==> config.mk <==
export PLATFORM = sky130hd
export DESIGN_NAME = otp_pad_engine
export DESIGN_NICKNAME = d
export VERILOG_FILES = /design/src/rtl/otp_pad_engine.sv
export SDC_FILE = /design/constraint.sdc
export NUM_CORES = 1
export LEC_CHECK = 0
export CAP_MARGIN = 20
export CORE_MARGIN = 1.5
export CORE_UTILIZATION = 45
export DETAILED_ROUTE_END_ITERATION = 8
export GPL_ROUTABILITY_DRIVEN = 0
export PLACE_DENSITY_LB_ADDON = 0.15
export SYNTH_ARGS = -nofsm -noshare
export SYNTH_HDL_FRONTEND = slang
export SYNTH_SLANG_ARGS = --single-unit
==> constraint.sdc <==
create_clock -name clk -period 5.2 [get_ports clk]
set_input_delay 1.04 -clock clk [delete_from_list [all_inputs] [get_ports clk]]
set_output_delay 1.04 -clock clk [all_outputs]
set_load 0.01 [all_outputs]
==> src/rtl/otp_pad_engine.sv <==
// One-time-pad engine: LFSR pads are stored per slot on encrypt and burned on decrypt.
// Latency: one cycle from accept to out_valid, through a single output register.
// Backpressure: in_ready drops while a result is held, and for encrypt while the write slot is live.
module otp_pad_engine #(
    parameter int DW = 8,
    parameter int DEPTH = 8,
    parameter logic [DW-1:0] TAPS = 8'hB8,
    parameter logic [DW-1:0] SEED = 8'h01,
    localparam int AW = $clog2(DEPTH)
) (
    input  logic          clk,
    input  logic          rst_n,
    input  logic          ena,
    input  logic          flush,
    input  logic          in_valid,
    output logic          in_ready,
    input  logic          in_mode,
    input  logic [DW-1:0] in_data,
    input  logic [AW-1:0] in_index,
    output logic          out_valid,
    input  logic          out_ready,
    output logic [DW-1:0] out_data,
    output logic [AW-1:0] out_index,
    output logic          out_err,
    output logic          full,
    output logic [AW:0]   live_count
);

    logic [DW-1:0]    lfsr;
    logic [DW-1:0]    lfsr_next;
    logic [DW-1:0]    pad [DEPTH];
    logic [DEPTH-1:0] live;
    logic [AW-1:0]    wr_ptr;
    logic             accept;
    logic             enc_acc;
    logic             dec_acc;
    logic             dec_hit;

    assign full      = live[wr_ptr];
    assign in_ready  = ena & ~flush & (~out_valid | out_ready) & (in_mode | ~full);
    assign accept    = in_valid & in_ready;
    assign enc_acc   = accept & ~in_mode;
    assign dec_acc   = accept & in_mode;
    assign dec_hit   = live[in_index];
    assign lfsr_next = {lfsr[DW-2:0], ^(lfsr & TAPS)};

    always_comb begin
        live_count = '0;
        for (int i = 0; i < DEPTH; i++) begin
            live_count = live_count + {{AW{1'b0}}, live[i]};
        end
    end

    // Pad contents are only ever read behind a live bit, so they carry no reset.
    always_ff @(posedge clk) begin
        if (enc_acc) begin
            pad[wr_ptr] <= lfsr;
        end
    end

    always_ff @(posedge clk or negedge rst_n) begin
        if (!rst_n) begin
            lfsr      <= SEED;
            live      <= '0;
            wr_ptr    <= '0;
            out_valid <= 1'b0;
            out_data  <= '0;
            out_index <= '0;
            out_err   <= 1'b0;
        end else begin
            if (flush) begin
                live   <= '0;
                wr_ptr <= '0;
            end else if (enc_acc) begin
                live[wr_ptr] <= 1'b1;
                wr_ptr       <= wr_ptr + AW'(1);
                lfsr         <= lfsr_next;
            end else if (dec_acc && dec_hit) begin
                live[in_index] <= 1'b0;
            end

            if (accept) begin
                out_valid <= 1'b1;
                out_err   <= dec_acc & ~dec_hit;
                out_index <= in_mode ? in_index : wr_ptr;
                if (enc_acc) begin
                    out_data <= in_data ^ lfsr;
                end else if (dec_hit) begin
                    out_data <= in_data ^ pad[in_index];
                end else begin
                    out_data <= '0;
                end
            end else if (out_ready) begin
                out_valid <= 1'b0;
            end
        end
    end

endmodule

==> impl_results.rst, run 1 <==
.. list-table::
   :header-rows: 1

   * - Metric
     - Value
   * - Number of warnings issued by yosys
     - 0
   * - Share of synthesized registers carrying an async set or reset
     - 33.3%
   * - Drt initial violations
     - 94
   * - Peak supply drop
     - 0.000143 V
   * - Width of the chip
     - 102 microns
   * - Post-placement worst setup slack
     - 0.905 ns
   * - Number of buffers inserted during clock tree synthesis
     - 9
   * - Estimated wirelength of the detail-placed design
     - 6.51 mm
   * - Antenna Diode Count
     - 0
   * - Cts repair resizes
     - 0
   * - Clock root buffer
     - sky130_fd_sc_hd__clkbuf_8
   * - Area growth from synthesis to layout
     - 17.6%
   * - Hold-fix buffers at CTS
     - 0
   * - Initial antenna violation count
     - 0
   * - Path type of the worst setup path
     - register to output pin
   * - Power Density
     - 331 nW/um^2
   * - Final Setup Violations
     - 0
   * - Sequential share of the synthesized area
     - 62.0%
   * - Met2 wire length
     - 4.81 mm
   * - Cell accounting for the most synthesized area
     - sky130_fd_sc_hd__edfxtp_1
   * - Final ANT Viol Nets
     - 0
   * - Number of top-level design ports
     - 37
   * - Worst-case clock skew
     - 0.0121 ns
   * - Lkg Pwr
     - 1.97 nW
   * - Number of distinct library cells after synthesis
     - 48
   * - Post-synth top flop
     - sky130_fd_sc_hd__edfxtp_1
   * - Count of flip-flops with a built-in enable after synthesis
     - 64
   * - Met1 Wirelength
     - 4.25 mm
   * - Post-placement cell area
     - 4950 sq um
   * - Starting density of the core
     - 46.9%
   * - Synthesized flop and latch total
     - 96
   * - Total congestion overflow
     - 0
   * - Residual DRC count
     - 0
   * - Fraction of final layout cells with drive strength greater than 1
     - 15.8%
   * - Final hold slack
     - 0.482 ns
   * - H-tree depth reported by CTS
     - 3
   * - Run status
     - complete, no violations
   * - Number of buffers inserted to repair setup after CTS
     - 0
   * - Chip height
     - 102 microns
   * - WL/cell
     - 19.9 microns
   * - Number of max-capacitance violations reported
     - 0
   * - Clock period minus worst slack
     - 4.67 ns
   * - Wire length of the first global-routing pass
     - 15.9 mm
   * - Signal arrival time at the worst endpoint
     - 3.63 ns
   * - Insertion delay of the later-clocked pin in the worst-skew pair
     - 0.36 ns
   * - Most common cell after layout, fill and taps aside
     - sky130_fd_sc_hd__edfxtp_1
   * - Kind of end point of the critical path
     - output pin
   * - Startpoint type of the worst setup path
     - register
   * - Total number of vias
     - 2711
   * - Die ar.
     - 10400 sq um
   * - Clock transition at the registers of the reported paths
     - 0.09 ns
   * - Fin area
     - 5170 sq um
   * - Relative max-transition margin
     - 47.8%
   * - Total wire length
     - 9.84 mm
   * - Number of rows created at floorplan
     - 35
   * - Via count of the first global-routing pass
     - 2837
   * - Total Routing Usage GR
     - 21.2%
   * - Highest-count cells in the layout ignoring fill and taps
     - sky130_fd_sc_hd__edfxtp_1 (64), sky130_fd_sc_hd__clkdlybuf4s50_1 (35), sky130_fd_sc_hd__dfrtp_1 (31)
   * - Vias per Instance
     - 5.48
   * - Unrepaired setup endpoints after global routing
     - no
   * - Highest clock rate
     - 214 MHz
   * - Area share of the largest cell type after synthesis
     - 43.7%
   * - Worst Tran Pin Value
     - 0.780 ns
   * - Final setup margin
     - 0.534 ns
   * - Std-Cell Core Area
     - 9370 sq um
   * - PnR Total Power
     - 0.00171 W
   * - Dominant cells by area after synthesis
     - sky130_fd_sc_hd__edfxtp_1 (44%), sky130_fd_sc_hd__dfrtp_1 (18%), sky130_fd_sc_hd__mux4_2 (5.1%)
   * - Pin count of the biggest net entering global routing
     - 33
   * - Post-synthesis cell count
     - 314
   * - Worst-case clock buffer depth
     - 2
   * - Number of fill cells
     - 839
   * - Number of hold violations in the final report
     - 0
   * - Number of port buffers
     - 36
   * - CTS tree
     - done
   * - Met3 WL
     - 685 microns
   * - Count of pins over their slew limit
     - 0
   * - Top routing layer used
     - met4
   * - Sum of negative setup slack
     - 0 ns
   * - Clock Sinks
     - 96
   * - Worst path required time
     - 4.16 ns
   * - Maximum fanout along the worst path
     - 4
   * - Nets in the synthesized netlist
     - 340
   * - Final net count
     - 387
   * - Post-route fraction of the period consumed by the critical path
     - 89.7%
   * - Hold Crit Class
     - register to register
   * - Mean post-synth cell area
     - 14.0 sq um
   * - First-pass detailed-route iteration total
     - 4
   * - Mapped cell area
     - 4400 sq um
## worst max-delay path, cell delays in order (launching register included)
cell and delay [ns]:
sky130_fd_sc_hd__dfrtp_1 0.44, sky130_fd_sc_hd__fa_1 0.54, sky130_fd_sc_hd__inv_1 0.05, sky130_fd_sc_hd__fa_1 0.50, sky130_fd_sc_hd__fa_1 0.41, sky130_fd_sc_hd__inv_1 0.07
sky130_fd_sc_hd__ha_1 0.15, sky130_fd_sc_hd__inv_1 0.05, sky130_fd_sc_hd__fa_1 0.37, sky130_fd_sc_hd__xnor2_1 0.14, sky130_fd_sc_hd__clkdlybuf4s50_1 0.55
## synthesized netlist by cell type, drive strengths merged, types with 8 or more instances
master / number
nand2: 17
dfrtp: 31
edfxtp: 64
mux4: 10
o21ai: 12
xnor2: 14
nor2b: 9
mux2i: 18
buf: 11
nor2: 18
o21a: 8
mux2: 13
inv: 15
a21oi: 11
## state kept, by name, summed over array words and instances, names as in the netlist
signal / cells
out_valid: 1
out_data: 8
live: 8
wr_ptr: 3
out_index: 3
out_err: 1
lfsr: 8
pad: 64
## power breakdown
| part | internal, W | switching, W |
|---|---|---|
| Clock | 0.000274 | 0.000260 |
| Combinational | 0.000118 | 0.0000912 |
| Sequential | 0.000897 | 0.0000703 |
## metal layers
layer  vias to the layer above  global-route usage [%]
li1                       1261                       -
met1                      1359                    28.8
met5                         -                       0
met3                        10                    4.99
met4                         0                    5.48
met2                        81                    34.9
## area by class of cell
type	count	area (sq um)	share of cell area (%)
clock buffer	10	128	2.47
clock inverter	6	92.6	1.79
inverter	15	56.3	1.09
multi-input combinational	189	1550	30.0
sequential	96	2720	52.7
tap	129	161	3.12
timing repair buffer	50	460	8.90
## path summary, 6_finish.rpt
| check | startpoint | endpoint | slack (ns) | cells after the start |
|---|---|---|---|---|
| max reg2reg | wr_ptr[0]$_DFFE_PN0P_ | pad[2][4]$_DFFE_PP_ | 2.78 | 7 |
| min in group asynchronous | rst_n | live[3]$_DFFE_PN0P_ | 0.75 | 1 |
| max | live[0]$_DFFE_PN0P_ | live_count[2] | 0.53 | 10 |
| min | out_index[0]$_DFFE_PN0N_ | out_index[0]$_DFFE_PN0N_ | 0.48 | 2 |
| max in group asynchronous | rst_n | out_data[3]$_DFFE_PN0N_ | 3.95 | 1 |
| min reg2reg | out_index[0]$_DFFE_PN0N_ | out_index[0]$_DFFE_PN0N_ | 0.48 | 2 |
## logic make-up after synthesis
kind of cell / synth area share, %
AOI/OAI and AO/OA: 8.31
xor gates and xnor gates: 3.19
adders and majority gates: 2.96
buffers and inverters: 2.90
DFF: 62.0
muxes: 12.6
and+or+nand+nor: 8.11
## stage by stage
step / instances / util [%]
final: 495 / 55.2
after global routing: 495 / 55.2
after CTS: 495 / 55.2
after detailed placement: 479 / 52.8
after global placement: 479 / 52.8
after floorplan: 314 / -
Power figures use the tool's default switching activity.
==> run 2, diff against run 1 <==
--- a/config.mk
+++ b/config.mk
@@ -5,12 +5,14 @@
 export SDC_FILE = /design/constraint.sdc
 export NUM_CORES = 1
 export LEC_CHECK = 0
+export ABC_AREA = 1
 export CAP_MARGIN = 20
 export CORE_MARGIN = 1.5
 export CORE_UTILIZATION = 45
 export DETAILED_ROUTE_END_ITERATION = 8
 export GPL_ROUTABILITY_DRIVEN = 0
 export PLACE_DENSITY_LB_ADDON = 0.15
+export RECOVER_POWER = 25
 export SYNTH_ARGS = -nofsm -noshare
 export SYNTH_HDL_FRONTEND = slang
 export SYNTH_SLANG_ARGS = --single-unit
==> constraint.sdc (replaced) <==
create_clock -name clk -period 4.3 [get_ports clk]
set_input_delay 0.86 -clock clk [delete_from_list [all_inputs] [get_ports clk]]
set_output_delay 0.86 -clock clk [all_outputs]
set_load 0.01 [all_outputs]
==> run 2 against run 1 <==
Utilization down 1.8 points; synthesized cell count up 67%; combinational power up 71%; clock-buffer cell count unchanged; flip-flop and latch count unchanged; via count up 33%; register-to-register slack worse by 0.86 ns; hold slack better by 0.0065 ns; sequential share of layout area down 3.3 points; cell area up 6.6%; non-clock buffer count down 4; critical path type unchanged; largest cell class unchanged; highest routed layer unchanged.
==> impl_results.rst, run 2 <==
.. list-table::
   :header-rows: 1

   * - Metric
     - Value
   * - Run status
     - complete, no violations
   * - Sum of negative setup slack
     - 0 ns
   * - Worst Tran Pin Value
     - 0.849 ns
   * - Residual DRC count
     - 0
   * - Area growth from synthesis to layout
     - 15.1%
   * - Estimated wirelength of the detail-placed design
     - 7.73 mm
   * - Clock root buffer
     - sky130_fd_sc_hd__clkbuf_8
   * - Most numerous cell in the Yosys netlist
     - sky130_fd_sc_hd__nand2_1
   * - Mean post-synth cell area
     - 9.16 sq um
   * - Total number of vias
     - 3605
   * - Number of distinct library cells after synthesis
     - 36
   * - Signal arrival time at the worst endpoint
     - 3.34 ns
   * - Hold Crit Class
     - register to register
   * - H-tree depth reported by CTS
     - 3
   * - Path type of the worst setup path
     - register to output pin
   * - Lkg Pwr
     - 2.57 nW
   * - Flip-flop count of the largest register, all copies and words added
     - 64
   * - Vias per Instance
     - 5.09
   * - Chip height
     - 106 microns
   * - Post-synthesis cell count
     - 523
   * - Number of port buffers
     - 36
   * - Mapped cell area
     - 4790 sq um
   * - Fraction of final layout cells with drive strength greater than 1
     - 9.09%
   * - Count of pins over their slew limit
     - 0
   * - Worst-case hold path end point
     - out_data[3]$_DFFE_PN0N_
   * - Worst-case clock skew
     - 0.0144 ns
   * - Post-synth top flop
     - sky130_fd_sc_hd__edfxtp_1
   * - Total wire length
     - 11.6 mm
   * - Final ANT Viol Nets
     - 0
   * - Hold wc startpoint
     - out_data[3]$_DFFE_PN0N_
   * - Post-synth top cells
     - sky130_fd_sc_hd__nand2_1 (204), sky130_fd_sc_hd__edfxtp_1 (64), sky130_fd_sc_hd__inv_1 (62)
   * - Ordered cell list for the critical path
     - fa_1 -> inv_1 -> fa_1 -> fa_1 -> inv_1 -> ha_1 -> inv_1 -> fa_1 -> inv_1 -> dlygate4sd2_1
   * - Die ar.
     - 11300 sq um
   * - Initial antenna violation count
     - 0
   * - Startpoint type of the worst setup path
     - register
   * - Final setup margin
     - 0.101 ns
   * - Number of max-capacitance violations reported
     - 0
   * - Antenna Diode Count
     - 0
   * - Cell accounting for the most synthesized area
     - sky130_fd_sc_hd__edfxtp_1
   * - Worst Hold Depth
     - 2
   * - Final net count
     - 593
   * - Wire length of the first global-routing pass
     - 18.7 mm
   * - Source of the worst register-to-register timing path
     - wr_ptr[0]$_DFFE_PN0P_
   * - Post-placement cell area
     - 5290 sq um
   * - Highest-count cells in the layout ignoring fill and taps
     - sky130_fd_sc_hd__nand2_1 (204), sky130_fd_sc_hd__edfxtp_1 (64), sky130_fd_sc_hd__inv_1 (62)
   * - Number of hold violations in the final report
     - 0
   * - Final cell utilization of the core
     - 53.4%
   * - Worst path required time
     - 3.44 ns
   * - Nets in the synthesized netlist
     - 549
   * - Highest clock rate
     - 238 MHz
   * - Worst-case clock buffer depth
     - 2
   * - Drt initial violations
     - 234
   * - Std-Cell Core Area
     - 10300 sq um
   * - Most common cell after layout, fill and taps aside
     - sky130_fd_sc_hd__nand2_1
   * - Kind of end point of the critical path
     - output pin
   * - Number of buffers inserted during clock tree synthesis
     - 9
   * - Delay contributed by the slowest stage of the critical path
     - 0.54 ns
   * - Final Setup Violations
     - 0
   * - Via count of the first global-routing pass
     - 3485
   * - First-pass detailed-route iteration total
     - 6
   * - Post-route fraction of the period consumed by the critical path
     - 97.7%
   * - R2R Setup Slk
     - 1.92 ns
   * - Clock transition at the registers of the reported paths
     - 0.09 ns
   * - Most flops, register
     - pad
   * - Fin area
     - 5510 sq um
   * - Share of synthesized registers carrying an async set or reset
     - 33.3%
   * - Peak supply drop
     - 0.000233 V
   * - Total Routing Usage GR
     - 22.3%
   * - Capture point of the worst reg-to-reg path
     - out_data[3]$_DFFE_PN0N_
   * - Sequential share of the synthesized area
     - 56.8%
   * - Insertion delay of the later-clocked pin in the worst-skew pair
     - 0.37 ns
   * - Power Density
     - 406 nW/um^2
   * - Number of top-level design ports
     - 37
   * - Clock Sinks
     - 96
   * - Maximum fanout along the worst path
     - 2
   * - Unrepaired setup endpoints after global routing
     - no
   * - Starting density of the core
     - 46.4%
   * - Area share of the largest cell type after synthesis
     - 40.1%
   * - Worst R2R Path Depth
     - 11
   * - Dominant cells by area after synthesis
     - sky130_fd_sc_hd__edfxtp_1 (40%), sky130_fd_sc_hd__dfrtp_1 (16%), sky130_fd_sc_hd__nand2_1 (16%)
   * - Width of the chip
     - 106 microns
   * - Pin count of the biggest net entering global routing
     - 33
   * - Synthesized flop and latch total
     - 96
   * - CTS tree
     - done
   * - Total congestion overflow
     - 0
   * - Slowest cell on crit path
     - sky130_fd_sc_hd__fa_1
   * - Clock period minus worst slack
     - 4.20 ns
   * - Number of warnings issued by yosys
     - 0
   * - Post-placement worst setup slack
     - 0.174 ns
   * - Number of rows created at floorplan
     - 37
   * - Relative max-transition margin
     - 43.4%
   * - WL/cell
     - 16.4 microns
   * - Count of flip-flops with a built-in enable after synthesis
     - 64
[run 2: changes by cell type in the layout (fill, tap and decap cells not counted), sizes merged, moves of 8 or more]
cell / previous run / this run
nor2b: 9 / 0
mux2i: 18 / 0
o21a: 8 / 0
inv: 16 / 70
nand2: 17 / 206
mux2: 13 / 0
nand3: 5 / 30
nor2: 18 / 37
mux4: 10 / 0
[run 2: cell type report]
type	instances	area (sq um)
fill	944	4810
sequential	96	2720
multi-input combinational	344	1690
timing repair buffer	46	429
inverter	70	275
tap	136	170
clock buffer	10	128
clock inverter	6	93.8
[run 2: worst max-delay path: cells and delay by family, from the launching register on]
family                     cells  cell delay [ns]
DFF                            1             0.41
buffers and inverters          5             0.49
adders and majority gates      5             2.09
[run 2: per-stage QoR]
stage	cells	power (W)	hold WS (ns)
after floorplan	523	0.00143	0.462
after global placement	691	0.00159	0.467
after detailed placement	691	0.00161	0.470
after CTS	708	0.00226	0.494
after global routing	708	0.00235	0.510
final	708	0.00224	0.488
[run 2: cells by family (layout without fill, tap and decap cells)]
family | after synthesis | after routing | synth area share (%)
AO/OA/AOI/OAI | 44 | 44 | 5.69
flip-flops | 96 | 96 | 56.8
XOR/XNOR | 13 | 13 | 2.38
buffers and inverters | 83 | 132 | 7.81
adder cells (fa/ha/maj) | 8 | 8 | 2.72
AND/OR/NAND/NOR | 279 | 279 | 24.6
[run 2: routing by layer]
metal	GRT usage [%]	share of wire (%)	wire [microns]	vias up
li1	-	-	-	1747
met1	30.3	45	5180	1751
met3	3.99	4.7	548	15
met2	36.3	49	5670	92
met5	0	0	0	-
met4	7.14	2.0	233	0
[run 2: what timing repair did]
action                     in CTS  in global routing
setup endpoints to repair       2                  1
resized for setup               2                  1
pin swaps                       0                  0
buffers inserted                1                  0
hold buffers                    0                  0
cloned                          0                  0
[run 2: power by group]
part | leakage, nW | internal [W] | switching (W)
Sequential | 1.01 | 0.00112 | 0.000109
Clock | 0.112 | 0.000333 | 0.000324
Combinational | 1.45 | 0.000168 | 0.000189
Total | 2.57 | 0.00162 | 0.000622
[run 2: how the worst max path moves through the flow]
stage	start	endpoint	depth (start not counted)
after floorplan	live[0]$_DFFE_PN0P_	live_count[2]	9
after global placement	live[0]$_DFFE_PN0P_	live_count[2]	10
after detailed placement	live[0]$_DFFE_PN0P_	live_count[2]	10
after CTS	live[0]$_DFFE_PN0P_	live_count[2]	10
after global routing	live[0]$_DFFE_PN0P_	live_count[2]	10
final	live[0]$_DFFE_PN0P_	live_count[1]	10
